[src/rtl/pam4_tx.sv]
`timescale 1ns/1ps
`default_nettype none
// ============================================================================
// pam4_tx : Gray-coded PAM4 transmitter with PRBS7 training preamble and
//           one-tap post-cursor ISI channel model.
// Revision : 1.0
// ============================================================================
module pam4_tx #(
    parameter int SIGNAL_RESOLUTION = 8,
    parameter int SYMBOL_SEPERATION = 56,
    parameter int SYMBOL_PERIOD     = 4,
    parameter int TRAIN_LENGTH      = 16,
    parameter int H1_SHIFT          = 1
) (
    input  logic                                clk,
    input  logic                                rstn,
    input  logic                                start,
    input  logic                                stop,
    input  logic [1:0]                          data_in,
    input  logic                                data_in_valid,
    output logic                                data_in_ready,
    output logic signed [SIGNAL_RESOLUTION-1:0] signal_out,
    output logic                                signal_out_valid,
    output logic signed [SIGNAL_RESOLUTION-1:0] train_data,
    output logic                                train_data_valid,
    output logic                                busy
);

    localparam int SR    = SIGNAL_RESOLUTION;
    localparam int W     = SIGNAL_RESOLUTION + 2;
    localparam int CNT_W = (SYMBOL_PERIOD > 2) ? $clog2(SYMBOL_PERIOD) : 1;
    localparam int TRN_W = $clog2(TRAIN_LENGTH + 1);

    localparam logic signed [W-1:0] LVL_N3  = W'(-((3 * SYMBOL_SEPERATION) / 2));
    localparam logic signed [W-1:0] LVL_N1  = W'(-(SYMBOL_SEPERATION / 2));
    localparam logic signed [W-1:0] LVL_P1  = W'(SYMBOL_SEPERATION / 2);
    localparam logic signed [W-1:0] LVL_P3  = W'((3 * SYMBOL_SEPERATION) / 2);
    localparam logic signed [W-1:0] SAT_MAX = W'((1 << (SR - 1)) - 1);
    localparam logic signed [W-1:0] SAT_MIN = W'(-(1 << (SR - 1)));

    localparam logic [CNT_W-1:0] SYM_LAST   = CNT_W'(SYMBOL_PERIOD - 1);
    localparam logic [TRN_W-1:0] TRAIN_LAST = TRN_W'(TRAIN_LENGTH - 1);
    localparam logic [6:0]       LFSR_SEED  = 7'h7F;

    typedef enum logic [1:0] {
        ST_IDLE  = 2'd0,
        ST_TRAIN = 2'd1,
        ST_DATA  = 2'd2
    } state_t;

    state_t                  state_q, state_d;
    logic [CNT_W-1:0]        sym_cnt_q, sym_cnt_d;
    logic [TRN_W-1:0]        train_cnt_q, train_cnt_d;
    logic [6:0]              lfsr_q, lfsr_d;
    logic signed [W-1:0]     prev_level_q, prev_level_d;
    logic signed [SR-1:0]    signal_out_q, signal_out_d;
    logic                    signal_out_valid_q, signal_out_valid_d;
    logic signed [SR-1:0]    train_data_q, train_data_d;
    logic                    train_data_valid_q, train_data_valid_d;

    logic                    tick;
    logic                    emit;
    logic                    emit_train;
    logic [1:0]              sym_bits;
    logic [6:0]              lfsr_step1;
    logic [6:0]              lfsr_step2;
    logic signed [W-1:0]     level;
    logic signed [W-1:0]     isi_sum;
    logic signed [W-1:0]     sat_sum;

    assign tick          = (state_q != ST_IDLE) && (sym_cnt_q == SYM_LAST);
    assign data_in_ready = (state_q == ST_DATA) && tick;
    assign busy          = (state_q != ST_IDLE);

    // Two PRBS7 (x^7 + x^6 + 1) steps per symbol, one per Gray bit.
    assign lfsr_step1 = {lfsr_q[5:0], lfsr_q[6] ^ lfsr_q[5]};
    assign lfsr_step2 = {lfsr_step1[5:0], lfsr_step1[6] ^ lfsr_step1[5]};

    always_comb begin
        level = LVL_P3;
        case (sym_bits)
            2'b00:   level = LVL_N3;
            2'b01:   level = LVL_N1;
            2'b11:   level = LVL_P1;
            default: level = LVL_P3;
        endcase
    end

    // Two guard bits keep level + post-cursor from wrapping before the clamp.
    assign isi_sum = level + (prev_level_q >>> H1_SHIFT);

    always_comb begin
        sat_sum = isi_sum;
        if (isi_sum > SAT_MAX) begin
            sat_sum = SAT_MAX;
        end else if (isi_sum < SAT_MIN) begin
            sat_sum = SAT_MIN;
        end
    end

    always_comb begin
        state_d            = state_q;
        sym_cnt_d          = sym_cnt_q;
        train_cnt_d        = train_cnt_q;
        lfsr_d             = lfsr_q;
        prev_level_d       = prev_level_q;
        signal_out_d       = signal_out_q;
        signal_out_valid_d = 1'b0;
        train_data_d       = train_data_q;
        train_data_valid_d = 1'b0;
        emit               = 1'b0;
        emit_train         = 1'b0;
        sym_bits           = data_in;

        if (state_q == ST_IDLE) begin
            sym_cnt_d = '0;
        end else if (tick) begin
            sym_cnt_d = '0;
        end else begin
            sym_cnt_d = sym_cnt_q + CNT_W'(1);
        end

        case (state_q)
            ST_IDLE: begin
                if (start) begin
                    state_d      = ST_TRAIN;
                    sym_cnt_d    = '0;
                    train_cnt_d  = '0;
                    prev_level_d = '0;
                    lfsr_d       = LFSR_SEED;
                end
            end
            ST_TRAIN: begin
                if (tick) begin
                    emit        = 1'b1;
                    emit_train  = 1'b1;
                    sym_bits    = {lfsr_q[6], lfsr_q[5]};
                    lfsr_d      = lfsr_step2;
                    train_cnt_d = train_cnt_q + TRN_W'(1);
                    if (train_cnt_q == TRAIN_LAST) begin
                        state_d = ST_DATA;
                    end
                end
                if (stop) begin
                    state_d = ST_IDLE;
                end
            end
            ST_DATA: begin
                if (data_in_ready && data_in_valid) begin
                    emit     = 1'b1;
                    sym_bits = data_in;
                end
                if (stop) begin
                    state_d = ST_IDLE;
                end
            end
            default: begin
                state_d = ST_IDLE;
            end
        endcase

        if (emit) begin
            signal_out_d       = sat_sum[SR-1:0];
            signal_out_valid_d = 1'b1;
            prev_level_d       = level;
        end
        if (emit_train) begin
            train_data_d       = level[SR-1:0];
            train_data_valid_d = 1'b1;
        end
    end

    always_ff @(posedge clk) begin
        if (!rstn) begin
            state_q            <= ST_IDLE;
            sym_cnt_q          <= '0;
            train_cnt_q        <= '0;
            lfsr_q             <= LFSR_SEED;
            prev_level_q       <= '0;
            signal_out_q       <= '0;
            signal_out_valid_q <= 1'b0;
            train_data_q       <= '0;
            train_data_valid_q <= 1'b0;
        end else begin
            state_q            <= state_d;
            sym_cnt_q          <= sym_cnt_d;
            train_cnt_q        <= train_cnt_d;
            lfsr_q             <= lfsr_d;
            prev_level_q       <= prev_level_d;
            signal_out_q       <= signal_out_d;
            signal_out_valid_q <= signal_out_valid_d;
            train_data_q       <= train_data_d;
            train_data_valid_q <= train_data_valid_d;
        end
    end

    assign signal_out       = signal_out_q;
    assign signal_out_valid = signal_out_valid_q;
    assign train_data       = train_data_q;
    assign train_data_valid = train_data_valid_q;

endmodule
`default_nettype wire
[config.mk]
export PLATFORM = sky130hd
export DESIGN_NAME = pam4_tx
export DESIGN_NICKNAME = d
export VERILOG_FILES = /design/src/rtl/pam4_tx.sv
export SDC_FILE = /design/constraint.sdc
export NUM_CORES = 1
export LEC_CHECK = 0
export CAP_MARGIN = 20
export CORE_UTILIZATION = 60
export CTS_BUF_LIST = sky130_fd_sc_hd__clkbuf_4
export CTS_CLUSTER_SIZE = 20
export DETAILED_ROUTE_END_ITERATION = 6
export GPL_TIMING_DRIVEN = 1
export PLACE_DENSITY = 0.87
export SETUP_SLACK_MARGIN = 0.5
export SLEW_MARGIN = 20
export SYNTH_ARGS = -nofsm -noshare
export SYNTH_HDL_FRONTEND = slang
export SYNTH_SLANG_ARGS = --single-unit
[constraint.sdc]
create_clock -name clk -period 9.38 [get_ports clk]
set_input_delay 0.938 -clock clk [delete_from_list [all_inputs] [get_ports clk]]
set_output_delay 0.938 -clock clk [all_outputs]
set_load 0.005 [all_outputs]
* Word level (Yosys, flattened, before mapping)
Cells that the tools add are included.
Word-level totals: logic and storage cells 69, input port bits 7, output and inout port bits 20, bits in registers 44
Operators by class: multiplexer cells 30, bitwise operators 2, $lt $le $gt $ge 2, $add $sub $neg 3, eq/ne operators 11, reduce and logical (&&, ||, !) cells 12
Operators by type and width (count):
- 2-to-1 mux 10 bit | 3
- case mux 10 bit (3 select lines) | 1
- 2-to-1 mux 2 bit | 11
- 2-to-1 mux 8 bit | 2
- 2-to-1 mux 7 bit | 2
- case mux 7 bit (2 select lines) | 1
- adder 10 x 9 -> 10 bit | 1
- > comparator 10 x 8 -> 1 bit, second input constant | 1
- < comparator 10 x 8 -> 1 bit, second input constant | 1
- 2-to-1 mux 5 bit | 2
- case mux 5 bit (2 select lines) | 1
- nonzero test 2 bit | 4
- equality test 2 bit, second input constant | 3
- inequality test 2 bit, second input constant | 3
- inequality test 3 bit, second input constant | 2
- case mux 2 bit (3 select lines) | 1
- adder 5 x 1 -> 5 bit, second input constant | 1
- equality test 5 x 4 -> 1 bit, second input constant | 1
- 2-to-1 mux 1 bit | 5
- equality test 2 x 1 -> 1 bit, second input constant | 2
- logical NOT 2 bit | 2
- AND reduction 4 bit | 1
- logical AND 1 bit | 3
- AND reduction 3 bit | 1
- 4 further kinds | 5

* Depth between registers and ports, before layout
depth in word-level cells 10, gate-level depth with buffers 17, mapped depth without buffers 16

* Worst setup path before layout
OpenSTA, ideal clock, no wires.
path type register to register, start point reg state_q[0], end point reg signal_out_q[1], in the netlist signal_out[1], period minus slack after synthesis 3.275 ns, required time 9.246 ns, library setup time 0.134 ns, slack 6.105 ns, path buffers 1, arrival 3.141 ns, stages on the path, launching flop included 17, cell sequence dfxtp_1 inv_1 ha_1 nor2b_2 and2_1 clkbuf_2 nand2_1 nand2_1 inv_1 ha_1 or2_2 ha_1 nand2b_1 a2111oi_0 o211ai_1 a31oi_1 o22ai_1
Between the ends: cells in the longest elaborated chain, start to end 10, elaborated cells on any way between the ends 20, those cells by class add/sub (1); order compare (2); eq/ne (4); mux (8); reduce/logical (5)
Ends and longest elaborated chain:
- from (decl) | line 51 | state_t state_q, state_d;
- from (signal assigned) | line 185 | state_q <= state_d;
- nonzero test 2 bit | line 71 | assign tick = (state_q != ST_IDLE) && (sym_cnt_q == SYM_LAST);
- logical AND 1 bit | line 71
- 2-to-1 mux 2 bit | line 134 | if (tick) begin
- 2-to-1 mux 2 bit *
- equality test 2 bit (tied with other cells) | line 81 | case (sym_bits)
- case mux 10 bit (3 select lines) * | line 81
- net level[4] | line 67 | logic signed [W-1:0] level;
- adder 10 x 9 -> 10 bit * | line 90 | assign isi_sum = level + (prev_level_q >>> H1_SHIFT);
- < comparator 10 x 8 -> 1 bit | line 96 | end else if (isi_sum < SAT_MIN) begin
- 2-to-1 mux 8 bit | line 96
- 2-to-1 mux 8 bit * | line 94 | if (isi_sum > SAT_MAX) begin
- to (signal assigned) | line 190 | signal_out_q <= signal_out_d;
- to (decl) | line 56 | logic signed [SR-1:0] signal_out_q, signal_out_d;
Mark *: on every way through the listed nets, which the timed path passes. The rest lies on a longest branch. A chain may end at the register's enable or synchronous reset.

* Worst setup path in the final report
start point reg state_q[1], end point reg signal_out_q[1], in the netlist signal_out[1]
Same word-level chain as after synthesis.

==> results.tsv <==
metric	value	unit
chip width	58.0	µm
Core ar.	0.00285	mm²
Synth top area share	38.3	%
RSZ-0062 raised after global routing	false	
die area	0.00336	mm²
EDFF count, synth	0	
initial core utilization	65.9	%
synthesized area	0.00188	mm²
P_leak	0.891	nW
worst hold slack	453	ps
failing checks	DRC	
data required time of the worst path	9580	ps
CP max FO	8	
fin cells	282	
Fill cells	214	
Hold/Removal Path Class	reg2reg	
starting DRC count in detailed routing	69	
first-pass GRT wire length	6840	µm
setup tns final	0	ps
Seq/Total Area, Yosys	38.3	%
GRT Util Overall	26.9	%
global placement routability congestion	0.925	
grt total ovfl	0	
clk_skew	6.56	ps
f_max	258	MHz
Post-CTS Setup Bufs	0	
ANT cells	0	
Avg Cell Area, Syn	8.18	µm²
antenna viol nets, final	0	
CTS Buffer Depth	2	
largest net degree at the start of global routing	22	
Final Hold Viols	0	
fin area	0.00216	mm²
Skew-Pair Late Insertion Delay	340	ps
register bit total from synthesis	36	
FP Rows	19	
number of port buffers	24	
hold_buf cts	0	
WL final	3940	µm
measured slew at the worst slew-check pin	669	ps
Slew headroom	55.3	%
Final #Nets	275	
number of clock sinks	36	
Max rail drop VDD	0.000122	V
cells after synthesis	230	
WL/cell	14.0	µm
Root Buffer	clkbuf_4	
Setup CP Type	reg2reg	
number of cells after detailed placement	275	
Worst EP arrival	4080	ps
vias after detailed routing	1669	
endpoint class of the critical path	flip-flop	
max_cap viols	0	
Cell Pwr Density	141	mW/mm²
commonest non-fill, non-tap cells in the layout	nand2_1, dfxtp_1, clkdlybuf4s50_1, nor2_1, ha_1	
drt first pass iters	6	
status	finished with violations	
DRC Markers	3	
vias in the first global route	1511	
Area contributors post-synth	dfxtp_1, ha_1, nand2_1	
dpl cell area	0.00211	mm²
Slew Viols, Final	0	
HPWL after DPL	2810	µm
I/O pins	27	
H-tree levels	2	
area grow syn2layout	14.6	%
Min Clock Period, post-route	3870	ps
Ys Warns	0	
Post-synth ARST share	0	%
CTS tree	done	
number of setup violations in the final report	0	
Netlist cell types	43	
Tot Pwr	0.000303	W
CTS Buf Count	5	
post-CTS sizing	0	
vias per std cell	5.92	
Top FF cell, synth	dfxtp_1	
cell type with the largest total area after synthesis	dfxtp_1	
Clock transition at path regs	110	ps
initial antenna violation count	0	
Worst setup SP type	flip-flop	
proportion of layout cells with a drive suffix above 1	5.58	%
period utilization	41.3	%
Die Height	58.0	µm
routing by layer:
layer  global-route usage [%]  part of all wire, %  up-vias
met4                     9.18                  1.4        0
met5                        0                    0        -
met1                     35.9                   47      779
met3                     6.92                  5.8        8
li1                         -                    -      829
met2                     42.4                   45       53
final timing paths:
check	start	endpoint	slack [ps]	cells past startpoint
max	state_q[1]	signal_out[1]	5510	15
min reg2reg	sym_cnt_q[0]	sym_cnt_q[0]	450	1
max reg2reg	state_q[1]	signal_out[1]	5510	15
min	sym_cnt_q[0]	sym_cnt_q[0]	450	1
power by group:
group	internal, W	total [W]	switching, W
clock network	0.0000305	0.0000801	0.0000496
registers	0.000159	0.000164	0.00000502
logic	0.0000243	0.0000591	0.0000347
total	0.000214	0.000303	0.0000894
Yosys cell counts, types with 2 or more instances:
library cell   n
dfxtp_1       36
nand2_1       36
nor2_1        20
ha_1          16
nand3_1       15
inv_1         14
a21oi_1       12
o21ai_0       10
a31oi_1        6
and3_1         4
clkbuf_1       4
o22ai_1        4
xnor2_1        4
a211oi_1       3
a22oi_1        3
and2_1         3
buf_2          3
buf_4          3
nand2b_1       3
a21o_1         2
mux2i_1        2
nand3b_1       2
nand4_1        2
nor3_1         2
nor4_1         2
xor2_1         2
logic make-up (layout without fill, tap and decap cells):
kind of cell / after synthesis / count (layout) / synth area share [%]
compound gates: 47 / 47 / 16.2
xor+xnor: 6 / 6 / 2.79
fa+ha+maj: 17 / 17 / 11.7
buf+inv: 25 / 45 / 5.85
flops: 36 / 36 / 38.3
mux: 2 / 2 / 1.06
other cells: 1 / 2 / 0.199
simple gates: 96 / 96 / 23.9
per-stage QoR:
step | util, % | setup WS [ps]
2_1_floorplan | - | 6110
3_3_place_gp | 73.8 | 5730
3_5_place_dp | 73.8 | 5620
4_1_cts | 75.6 | 5570
5_1_grt | 75.6 | 5180
6_report | 75.6 | 5510
flip-flops by register name (all words and copies together) (netlist names):
signal and flops:
signal_out_valid 1, sym_cnt_q 2, lfsr_q 7, prev_level_q 5, train_data_valid 1, state_q 2
train_data 5, signal_out 8, train_cnt_q 5
cell type report:
cell class | count | area (µm²) | area share (%)
Clock inverter | 1 | 5.00 | 0.232
Tap cell | 31 | 38.8 | 1.80
Clock buffer | 6 | 45.0 | 2.09
Timing Repair Buffer | 24 | 240 | 11.1
Sequential cell | 36 | 721 | 33.4
Inverter | 14 | 52.6 | 2.44
Multi-Input combinational cell | 170 | 1050 | 48.9
critical path, stage by stage, from the launching register on:
cell and delay (ps):
dfxtp_1 390, inv_1 100, ha_1 250, nor2b_2 300, and2_1 350, nand2_1 90
nand2_1 100, inv_1 70, ha_1 200, nor2_1 260, ha_1 350, and2_2 240
a221oi_1 350, o211ai_1 290, a31oi_1 290, o22ai_1 110
Note: power is estimated with default switching activity, not from simulation.
